File: src/rtl/memory_access_unit.sv
// memory_access_unit: MEM-stage data-cache request controller with watchdog.
// Optional LL/SC link register is built when MEM_LLSC_EN is defined.
module memory_access_unit #(
   parameter int TIMEOUT_CYCLES = 1024
) (
   input  logic        CLK,
   input  logic        nRST,
   input  logic        mem_rd_i,
   input  logic        mem_wr_i,
   input  logic        mem_ll_i,
   input  logic        mem_sc_i,
   input  logic [31:0] mem_addr_i,
   input  logic [31:0] mem_wdata_i,
   input  logic        flush_i,
   input  logic        link_inv_i,
   input  logic        dhit,
   input  logic [31:0] dmemload,
   output logic        dmemREN,
   output logic        dmemWEN,
   output logic [31:0] dmemaddr,
   output logic [31:0] dmemstore,
   output logic [31:0] load_data_o,
   output logic        exmem_enable_o,
   output logic        sc_result_o,
   output logic        misaligned_o,
   output logic        timeout_o
);

   typedef enum logic [1:0] {IDLE, WAIT, DONE} state_t;

   localparam logic [15:0] TO_LIM = 16'(TIMEOUT_CYCLES);

   state_t      state, state_n;
   logic        op_wr, op_rd, aligned;
   logic        sc_ok;
   logic        sc_q, sc_n;
   logic        hit_w;
   logic [15:0] wd_cnt;

   assign op_wr   = mem_wr_i | mem_sc_i;
   assign op_rd   = (mem_rd_i | mem_ll_i) & ~op_wr;
   assign aligned = (mem_addr_i[1:0] == 2'b00);
   assign hit_w   = (state == WAIT) & dhit;

   assign dmemaddr    = mem_addr_i;
   assign dmemstore   = mem_wdata_i;
   assign sc_result_o = (state == DONE) & sc_q;

`ifdef MEM_LLSC_EN
   logic        link_v;
   logic [31:0] link_addr;

   assign sc_ok = link_v & (link_addr == mem_addr_i);

   // Track the LL reservation; invalidate takes priority over a new link.
   always_ff @(posedge CLK) begin
      if (nRST) begin
         link_v    <= 1'b0;
         link_addr <= '0;
      end else begin
         if (hit_w && op_rd && mem_ll_i) begin
            link_v    <= 1'b1;
            link_addr <= mem_addr_i;
         end
         if (hit_w && op_wr && link_v && (mem_addr_i == link_addr))
            link_v <= 1'b0;
         if (link_inv_i)
            link_v <= 1'b0;
      end
   end
`else
   logic unused_link_inv;

   assign sc_ok           = 1'b1;
   assign unused_link_inv = link_inv_i;
`endif

   // State register; reset drops any in-flight request without completion.
   always_ff @(posedge CLK) begin
      if (nRST) begin
         state <= IDLE;
         sc_q  <= 1'b0;
      end else begin
         state <= state_n;
         sc_q  <= sc_n;
      end
   end

   // Next state, request strobes and pipeline enable.
   always_comb begin
      state_n        = state;
      dmemREN        = 1'b0;
      dmemWEN        = 1'b0;
      exmem_enable_o = 1'b1;
      misaligned_o   = 1'b0;
      sc_n           = 1'b0;
      unique case (state)
         IDLE: begin
            if ((op_rd | op_wr) && !flush_i) begin
               if (!aligned) begin
                  misaligned_o = 1'b1;
               end else if (mem_sc_i && !sc_ok) begin
                  state_n        = DONE;
                  exmem_enable_o = 1'b0;
               end else begin
                  state_n        = WAIT;
                  exmem_enable_o = 1'b0;
               end
            end
         end
         WAIT: begin
            dmemREN        = op_rd;
            dmemWEN        = op_wr;
            exmem_enable_o = 1'b0;
            if (dhit) begin
               state_n = DONE;
               sc_n    = mem_sc_i;
            end
         end
         DONE: begin
            state_n = IDLE;
         end
         default: begin
            state_n = IDLE;
         end
      endcase
      if (nRST)
         misaligned_o = 1'b0;
   end

   // Capture load data when a read completes; held otherwise.
   always_ff @(posedge CLK) begin
      if (nRST)
         load_data_o <= '0;
      else if (hit_w && op_rd)
         load_data_o <= dmemload;
   end

   // Watchdog: count WAIT cycles without a hit; error is sticky.
   always_ff @(posedge CLK) begin
      if (nRST) begin
         wd_cnt    <= '0;
         timeout_o <= 1'b0;
      end else begin
         if (state == IDLE && state_n == WAIT)
            wd_cnt <= '0;
         else if (state == WAIT && !dhit && wd_cnt != 16'hFFFF)
            wd_cnt <= wd_cnt + 16'd1;
         if (state == WAIT && !dhit && (wd_cnt + 16'd1) >= TO_LIM)
            timeout_o <= 1'b1;
      end
   end

endmodule

File: config.mk
export PLATFORM = sky130hd
export DESIGN_NAME = memory_access_unit
export DESIGN_NICKNAME = d
export VERILOG_FILES = /design/src/rtl/memory_access_unit.sv
export SDC_FILE = /design/constraint.sdc
export NUM_CORES = 1
export LEC_CHECK = 0
export CAP_MARGIN = 20
export CORE_MARGIN = 2
export CORE_UTILIZATION = 34
export DETAILED_ROUTE_END_ITERATION = 12
export PLACE_DENSITY = 0.91
export SETUP_SLACK_MARGIN = 0.15
export SYNTH_ARGS = -nofsm -noshare
export SYNTH_HDL_FRONTEND = slang
export SYNTH_SLANG_ARGS = --single-unit
File: constraint.sdc
create_clock -name CLK -period 2.15 [get_ports CLK]
set_input_delay 0.43 -clock CLK [delete_from_list [all_inputs] [get_ports CLK]]
set_output_delay 0.43 -clock CLK [all_outputs]
set_load 0.05 [all_outputs]
# [Yosys cells after proc, flatten, opt, wreduce, memory -nomap -nowiden]
# Cells that the tools add are included.
[word_totals] reg_bits=52 latchBits=0 ramBits=0 romBits=0 input_bits=105 mem_count=0
[op_classes] add_sub_neg=1 n_mul=0 div_mod_pow=0 magnitude_cmp=1 n_eq_ne=4 shift=0 muxes=12 bitwise=9 n_reduce_logical=12
[ops] operator="16-bit by 1-bit adder with 16-bit output, second input constant" n=1
[ops] operator="16-bit by 11-bit greater-or-equal comparator with 1-bit output, second input constant" n=1
[ops] operator="16-bit != test, second input constant" n=1
[ops] operator="1-bit 2-to-1 mux" n=7
[ops] operator="1-bit logical AND" n=6
[ops] operator="2-bit 2-to-1 mux" n=3
[ops] operator="2-bit by 1-bit == test with 1-bit output, second input constant" n=2
[ops] operator="2-bit logical NOT" n=2
[ops] operator="2-bit one-hot mux with 2 select lines" n=1
[ops] operator="1-bit bitwise AND" n=3
[ops] operator="1-bit inverter" n=3
[ops] operator="1-bit bitwise OR" n=3
[ops] operator="3-bit OR reduction" n=1
[ops] operator="2-bit == test, second input constant" n=1
[ops] operator="1-bit logical NOT" n=2
[ops] operator="1-bit one-hot mux with 2 select lines" n=1
[ops] operator="2-bit OR reduction" n=1

# [Longest topological paths before layout]
# Gate-level depths: netlist of the first run.
[logic_depth] depth_word=10 depth_mapped=7 depth_no_buf=6

# [Worst setup path after synthesis of the first run]
# OpenSTA, ideal clock, no wires.
[synth_path] path_kind="input-to-output" from="input port mem_ll_i" to="output port misaligned_o" arrival_time_ns=2.289 slack_ns=-0.569 cell_stages=3 path_cell_list="nor2_1 > a211o_1 > nor4_1"
[synth_via] elab_chain_len=7
[synth_lines] element="start, declared" line_no="10" source="input logic mem_ll_i,"
[synth_lines] element="1-bit bitwise OR" line_no="41" source="assign op_rd = (mem_rd_i | mem_ll_i) & ~op_wr;"
[synth_lines] element="1-bit bitwise AND" line_no="41"
[synth_lines] element="1-bit bitwise OR" line_no="99" source="if ((op_rd | op_wr) && !flush_i) begin"
[synth_lines] element="1-bit logical AND" line_no="99"
[synth_lines] element="1-bit 2-to-1 mux" line_no="99"
[synth_lines] element="1-bit 2-to-1 mux" line_no="97" source="unique case (state)"
[synth_lines] element="1-bit 2-to-1 mux" line_no="127" source="if (nRST)"
[synth_lines] element="end, declared" line_no="25" source="output logic misaligned_o,"
# No other way between the ends.

# [Final worst setup path of the first run]
[layout_path] from="register timeout_o" to="output port timeout_o"
[layout_lines] element="start, declared" line_no="26" source="output logic timeout_o"
[layout_lines] element="start signal, assigned" line_no="143" source="timeout_o <= 1'b0;"
[layout_lines] element="start signal, assigned" line_no="150" source="timeout_o <= 1'b1;"
# No word-level cell between the ends.

==> run_results.csv, run 1 <==
group,metric,value,unit
layout,finalNonFillerCells,469,
timing,relSlewSlack,62.8,%
timing,max_slew.worst_pin.slew,0.557,ns
global_routing,antenna_found_initial,0,
global_routing,use_met1,15.6,%
global_routing,grtUsageMet3,3.61,%
timing,min_period,1.95,ns
cts,clk_pin_slew,0.09,ns
logic_synthesis,synth_xor_area_share,4.81,%
layout,final_area,3450,µm²
logic_synthesis,ys.flop_type,"dfxtp_1",
drt,ant_nets,0,
global_routing,grt_pass1_wl,10.4,mm
global_routing,grt_max_degree,33,
layout,n_antenna_cell,0,
logic_synthesis,synthMuxAreaShare,0.733,%
floorplanning,pin_count,207,
logic_synthesis,syn_nets,447,
timing,period_share,90.5,%
cts,cts_setup_buffers,0,
worst_setup_path,endpoint_kind,"primary output",
pwr,p_comb_share,10.5,%
run_status,outcome,"completed",
drt,vias,2273,
global_routing,use_met2,26.7,%
worst_setup_path,arrival,1.52,ns
pwr,leakage,1.20,nW
logic_synthesis,synth_edf_count,0,
global_routing,overflow,0,
worst_setup_path,critPathRequiredTime,1.72,ns
global_routing,grtUsageTotal,14.7,%
worst_setup_path,crit_path_cell_trace,"clkdlybuf4s50_1",
logic_synthesis,synthAdderAreaFrac,0.916,%
cts,insertion_delay,0.30,ns
logic_synthesis,yosysTopAreaCell,"dfxtp_1",
logic_synthesis,synthCells,340,
drt,routed_via_density,4.85,
worst_setup_path,crit_path_top_delay_cell,"clkdlybuf4s50_1",
timing,rsz0062_at_grt,"true",
worst_setup_path,crit_family,"buffers and inverters",
logic_synthesis,ys_seq_elements,52,
logic_synthesis,async_flop_share,0,%
logic_synthesis,yosys_warnings,0,
placement,finalWeightedCongestion,0.859,
logic_synthesis,ys_types,38,
worst_setup_path,startpoint_type,"flip-flop",
floorplanning,die_height,93.7,µm
pwr,vdd_ir_drop_max,402,µV
drt,drc,0,
placement,place_area,3340,µm²
cts,cts_buffers,5,
pwr,p_clk_share,36.0,%
flow_run,drv_cap,0,
pwr,swShare,21.8,%
floorplanning,die_w,93.7,µm
layout,drive_gt1_share,12.5,%
pwr,power,0.00181,W
timing,finalHoldViolCount,0,
min_path,hold_class,"flip-flop to flip-flop",
layout,fill_cells,760,
floorplanning,rows,32,
placement,hpwl,4.98,mm
pwr,power.density,525,nW/µm²
global_routing,first_global_vias,2216,
floorplanning,fp.dieArea,8770,µm²
placement,port-buffer-count,81,
logic_synthesis,yosysSeqAreaShare,38.1,%
drt,dr.first_iter.drc_count,105,
timing,setup-tns-final,0,ns
global_routing,grt_busiest_layer,"met2",
timing,max_freq,514,MHz
logic_synthesis,yosys.area_share.simple,25.9,%
drt,wl_per_cell,13.9,µm
logic_synthesis,synth_top_family_by_area,"simple AND/OR/NAND/NOR gates",
layout,syn2layout_area_growth,26.4,%
pwr,power.switching,0.000395,W
pwr,power_frac_seq,53.5,%
timing,finalSetupViolCount,0,
worst_setup_path,critical_path_buf_inv_count,1,
worst_setup_path,slowest_delay,0.83,ns
floorplanning,initial_core_util,35.2,%
layout,final_nets,473,
pwr,p_int,0.00142,W
timing,clock-skew-final,0.00688,ns
placement,dp_cells,461,
drt,finalWirelength,6.53,mm
logic_synthesis,yosys.area.top_type_share,38.1,%
timing,whs,0.457,ns
logic_synthesis,synthTopCellsByArea,"dfxtp_1 (38%), buf_4 (18%), nand2_1 (9.8%), a21oi_1 (6.4%), xnor2_1 (4.5%)",
timing,final_max_slew_viol_count,0,
cts,cts_root_buf,"clkbuf_8",
logic_synthesis,syn_area_per_cell,8.04,µm²
worst_setup_path,crit_fanout,3,
cts,cts_tree,"yes",
drt,dr.pass1.iters,4,
cts,h-tree-depth,2,
worst_setup_path,crit_type,"flip-flop to primary output",
floorplanning,core_area,7770,µm²
logic_synthesis,synth_compound_area_share,8.47,%
logic_synthesis,syn_area,2730,µm²
cts,clkSinkCount,52,
cts,clockBufferDepth,2,
-- per-layer routing --
metal,share of wire (%),vias to the layer above
met5,0,-
met4,2.7,0
met3,7.9,28
met2,53,91
met1,37,1051
li1,-,1103
-- cell type report --
type / count / area [µm²] / share of cell area, %
clock inverter: 2 / 35.0 / 1.01
inverter: 3 / 11.3 / 0.326
timing repair buffer: 101 / 1030 / 29.7
clock buffer: 6 / 72.6 / 2.10
sequential: 52 / 1040 / 30.1
multi-input combinational: 203 / 1140 / 33.0
tap: 102 / 128 / 3.69
-- kinds of logic (layout without fill, tap and decap cells) --
family	Yosys count	in the layout
AND/OR/NAND/NOR	142	142
buffers and inverters	85	112
flip-flops	52	52
AO/OA/AOI/OAI	42	42
XOR/XNOR	15	15
adder cells (fa/ha/maj)	2	2
multiplexers	2	2
-- power by group through the flow --
stage | Combinational [W] | Clock (W) | Sequential [W]
3_5_place_dp | 0.000193 | 0 | 0.000993
4_1_cts | 0.000192 | 0.000675 | 0.000971
3_3_place_gp | 0.000192 | 0 | 0.000993
6_report | 0.000190 | 0.000653 | 0.000971
5_1_grt | 0.000204 | 0.000723 | 0.000972
2_1_floorplan | 0.000371 | 0 | 0.00100
-- cells in the final DEF (no fill, tap or decap), types with 2 or more instances in the layout --
cell type        count
clkdlybuf4s50_1     67
nor3_1               3
nand4_1              5
and2_1               5
nand3_1              4
xnor2_1             14
nor4_2               3
nor3b_1              3
o21ai_1              2
ha_1                 2
and3_1               4
dlygate4sd2_1        4
a21oi_1             35
nand2_1             71
dfxtp_1             52
or2_1                2
nor4_1               5
nor4_4               3
mux2i_1              2
inv_1                3
buf_4               19
clkbuf_8             5
nor4b_1              2
buf_12               7
nor2_1              24
-- registers in the layout (all words and copies together) (netlist names) --
| name | cells |
|---|---|
| load_data_o | 32 |
| sc_q | 1 |
| state | 2 |
| timeout_o | 1 |
| wd_cnt | 16 |
-- synth_stat cells (2+ instances only) --
master / number
or2_1: 2
and3_1: 4
nor4_4: 2
nand4_1: 5
xnor2_1: 14
a21oi_1: 35
ha_1: 2
nor2_1: 25
clkbuf_1: 9
nand3_1: 4
nor4_2: 2
buf_2: 7
mux2i_1: 2
nor3b_1: 3
nor4_1: 7
inv_1: 3
nand2_1: 71
nor3_1: 3
buf_4: 64
dfxtp_1: 52
o21ai_1: 2
and2_1: 5
nor4b_1: 2
-- final timing paths --
check	from	to	slack (ns)	cells after the start
max	timeout_o$_SDFFE_PP0P_	timeout_o	0.20	1
min	load_data_o[12]$_SDFFE_PP0P_	load_data_o[12]$_SDFFE_PP0P_	0.46	2
max reg2reg	wd_cnt[3]$_SDFFE_PP0P_	timeout_o$_SDFFE_PP0P_	0.28	5
min reg2reg	load_data_o[12]$_SDFFE_PP0P_	load_data_o[12]$_SDFFE_PP0P_	0.46	2
-- stage by stage --
| step | util [%] | setup slack, ns |
|---|---|---|
| after floorplan | - | -0.0228 |
| after global placement | 43.0 | -0.0780 |
| after detailed placement | 43.0 | -0.0738 |
| after CTS | 44.4 | 0.168 |
| after global routing | 44.5 | 0.135 |
| final | 44.5 | 0.204 |
-- worst min-delay path: stages (launching register included) --
cell	delay [ns]
dfxtp_1	0.32
nand2_1	0.05
a21oi_1	0.05
-- repair_timing --
action,CTS,global route
resized for setup,8,5
hold endpoints to repair,0,0
pin swaps,2,2
hold buffers,0,0
setup endpoints to repair,3,2
Power figures use the tool's default switching activity.
==> run 2, diff against run 1 <==
--- a/config.mk
+++ b/config.mk
@@ -9,6 +9,7 @@
 export CORE_MARGIN = 2
 export CORE_UTILIZATION = 34
 export DETAILED_ROUTE_END_ITERATION = 12
+export MAX_ROUTING_LAYER = met4
 export PLACE_DENSITY = 0.91
 export SETUP_SLACK_MARGIN = 0.15
 export SYNTH_ARGS = -nofsm -noshare
==> run 2 against run 1 <==
Count of clock-buffer cells in the layout did not move. Critical path depth rose by 5. Sequential power barely moved. Non-clock buffer count did not move. Total power fell by 0.11%. Cell count did not move. Combinational power barely moved. Hold slack improved by 0.0010 ns. Clock power barely moved. Via count fell by 1.2%. Critical path type is now input port to primary output. Largest cell class unchanged. Largest power group unchanged.
==> run_results.csv, run 2 (synthesized netlist as in run 1, its figures left out) <==
group,metric,value,unit
pwr,power.switching,0.000393,W
layout,regMostFlops,"load_data_o",
timing,max_slew.worst_pin.slew,0.558,ns
placement,place_area,3340,µm²
floorplanning,die_w,93.7,µm
cts,insertion_delay,0.30,ns
cts,cts_root_buf,"clkbuf_8",
layout,final_nets,473,
pwr,power_frac_seq,53.5,%
flow_run,drv_cap,0,
min_path,hold_class,"flip-flop to flip-flop",
timing,whs,0.458,ns
timing,period_share,90.4,%
cts,ctsHoldBuffers,0,
cts,clkSinkCount,52,
drt,ant_nets,0,
worst_setup_path,arrival,1.51,ns
floorplanning,pin_count,207,
floorplanning,fp.dieArea,8770,µm²
worst_setup_path,crit_path_top_delay_cell,"a211o_1",
global_routing,antenna_found_initial,0,
cts,cts_setup_buffers,0,
cts,cts_buffers,5,
drt,drc,0,
worst_setup_path,slowest_delay,0.33,ns
placement,hpwl,4.98,mm
worst_setup_path,crit_fanout,3,
floorplanning,core_area,7770,µm²
timing,finalSetupViolCount,0,
floorplanning,initial_core_util,35.2,%
floorplanning,die_height,93.7,µm
layout,final_cell_mix,"nand2_1 (71), clkdlybuf4s50_1 (67), dfxtp_1 (52)",
layout,largest_reg_flops,32,
pwr,p_clk_share,35.9,%
timing,finalHoldViolCount,0,
worst_setup_path,critical_path_buf_inv_count,3,
global_routing,overflow,0,
drt,routed_via_density,4.79,
timing,final_max_slew_viol_count,0,
timing,fin_ws,0.207,ns
timing,relSlewSlack,62.7,%
placement,finalWeightedCongestion,0.873,
cts,clk_pin_slew,0.09,ns
layout,syn2layout_area_growth,26.4,%
placement,pre_cts_ws,-0.0738,ns
cts,clockBufferDepth,2,
timing,setup-tns-final,0,ns
layout,final_area,3450,µm²
pwr,leakage,1.20,nW
run_status,outcome,"completed",
worst_setup_path,startpoint_type,"input port",
pwr,p_comb_share,10.5,%
pwr,p_int,0.00142,W
layout,drive_gt1_share,12.5,%
global_routing,first_global_vias,2219,
worst_setup_path,crit_family,"buffers and inverters",
pwr,vdd_ir_drop_max,404,µV
placement,port-buffer-count,81,
cts,h-tree-depth,2,
drt,dr.pass1.iters,4,
worst_setup_path,endpoint_kind,"primary output",
global_routing,grtUsageTotal,15.1,%
drt,finalWirelength,6.49,mm
worst_setup_path,crit_type,"input port to primary output",
layout,layout_commonest_cell,"nand2_1",
cts,cts_tree,"yes",
timing,clock-skew-final,0.00750,ns
drt,dr.first_iter.drc_count,91,
worst_setup_path,crit_path_cell_trace,"clkdlybuf4s15_1, nor2_1, a211o_1, nor4_2, buf_4, buf_12",
drt,wl_per_cell,13.8,µm
worst_setup_path,critPathRequiredTime,1.72,ns
layout,n_antenna_cell,0,
pwr,swShare,21.7,%
drt,vias,2246,
timing,max_freq,515,MHz
timing,min_period,1.94,ns
pwr,power,0.00181,W
layout,largest_registers,"load_data_o (32), wd_cnt (16), state (2)",
timing,rsz0062_at_grt,"true",
global_routing,grt_pass1_wl,10.4,mm
pwr,power.density,525,nW/µm²
floorplanning,rows,32,
global_routing,grt_max_degree,33,
[run 2: tightest hold or removal path, stage by stage (launching register included)]
cell	delay [ns]
dfxtp_1	0.32
nand2_1	0.05
a21oi_1	0.05
[run 2: cell type report]
cell class	instances	area, µm²
fill	760	4310
multi-input combinational	203	1140
sequential	52	1040
timing repair buffer	101	1030
tap	102	128
clock buffer	6	72.6
clock inverter	2	35.0
inverter	3	11.3
[run 2: power by group through the flow]
stage	clock, W	combinational [W]	sequential [W]
CTS	0.000675	0.000192	0.000971
global placement	0	0.000192	0.000993
global route	0.000721	0.000204	0.000972
finish	0.000651	0.000191	0.000971
floorplan	0	0.000371	0.00100
detailed placement	0	0.000193	0.000993
[run 2: path summary, 6_finish.rpt]
kind	startpoint	end	slack (ns)	depth (start not counted)
setup / recovery	mem_sc_i	misaligned_o	0.21	6
hold / removal	load_data_o[12]$_SDFFE_PP0P_	load_data_o[12]$_SDFFE_PP0P_	0.46	2
setup reg to reg	wd_cnt[3]$_SDFFE_PP0P_	timeout_o$_SDFFE_PP0P_	0.28	5
hold reg to reg	load_data_o[12]$_SDFFE_PP0P_	load_data_o[12]$_SDFFE_PP0P_	0.46	2
[run 2: metrics by stage]
step	utilization, %	std cells
floorplan	-	340
global placement	43.0	461
detailed placement	43.0	461
CTS	44.4	469
global route	44.5	469
finish	44.5	469
[run 2: routing by layer]
| layer | vias up | track usage, % | routed length (µm) |
|---|---|---|---|
| li1 | 1100 | - | - |
| met1 | 1040 | 15.8 | 2440 |
| met2 | 78 | 26.8 | 3450 |
| met3 | 28 | 2.97 | 435 |
| met4 | 0 | 7.97 | 175 |
| met5 | - | - | 0 |
[run 2: what timing repair did]
item                                    in CTS  in global routing
endpoints found under the setup margin       3                  2
resized for setup                            8                  5
pin swaps                                    2                  2
==> run 3, diff against run 2 <==
--- a/config.mk
+++ b/config.mk
@@ -8,6 +8,7 @@
 export CAP_MARGIN = 20
 export CORE_MARGIN = 2
 export CORE_UTILIZATION = 34
+export CTS_CLUSTER_DIAMETER = 80
 export DETAILED_ROUTE_END_ITERATION = 12
 export MAX_ROUTING_LAYER = met4
 export PLACE_DENSITY = 0.91
==> results of run 3 <==
The final DEF is identical to that of run 2; final timing and power are the same.
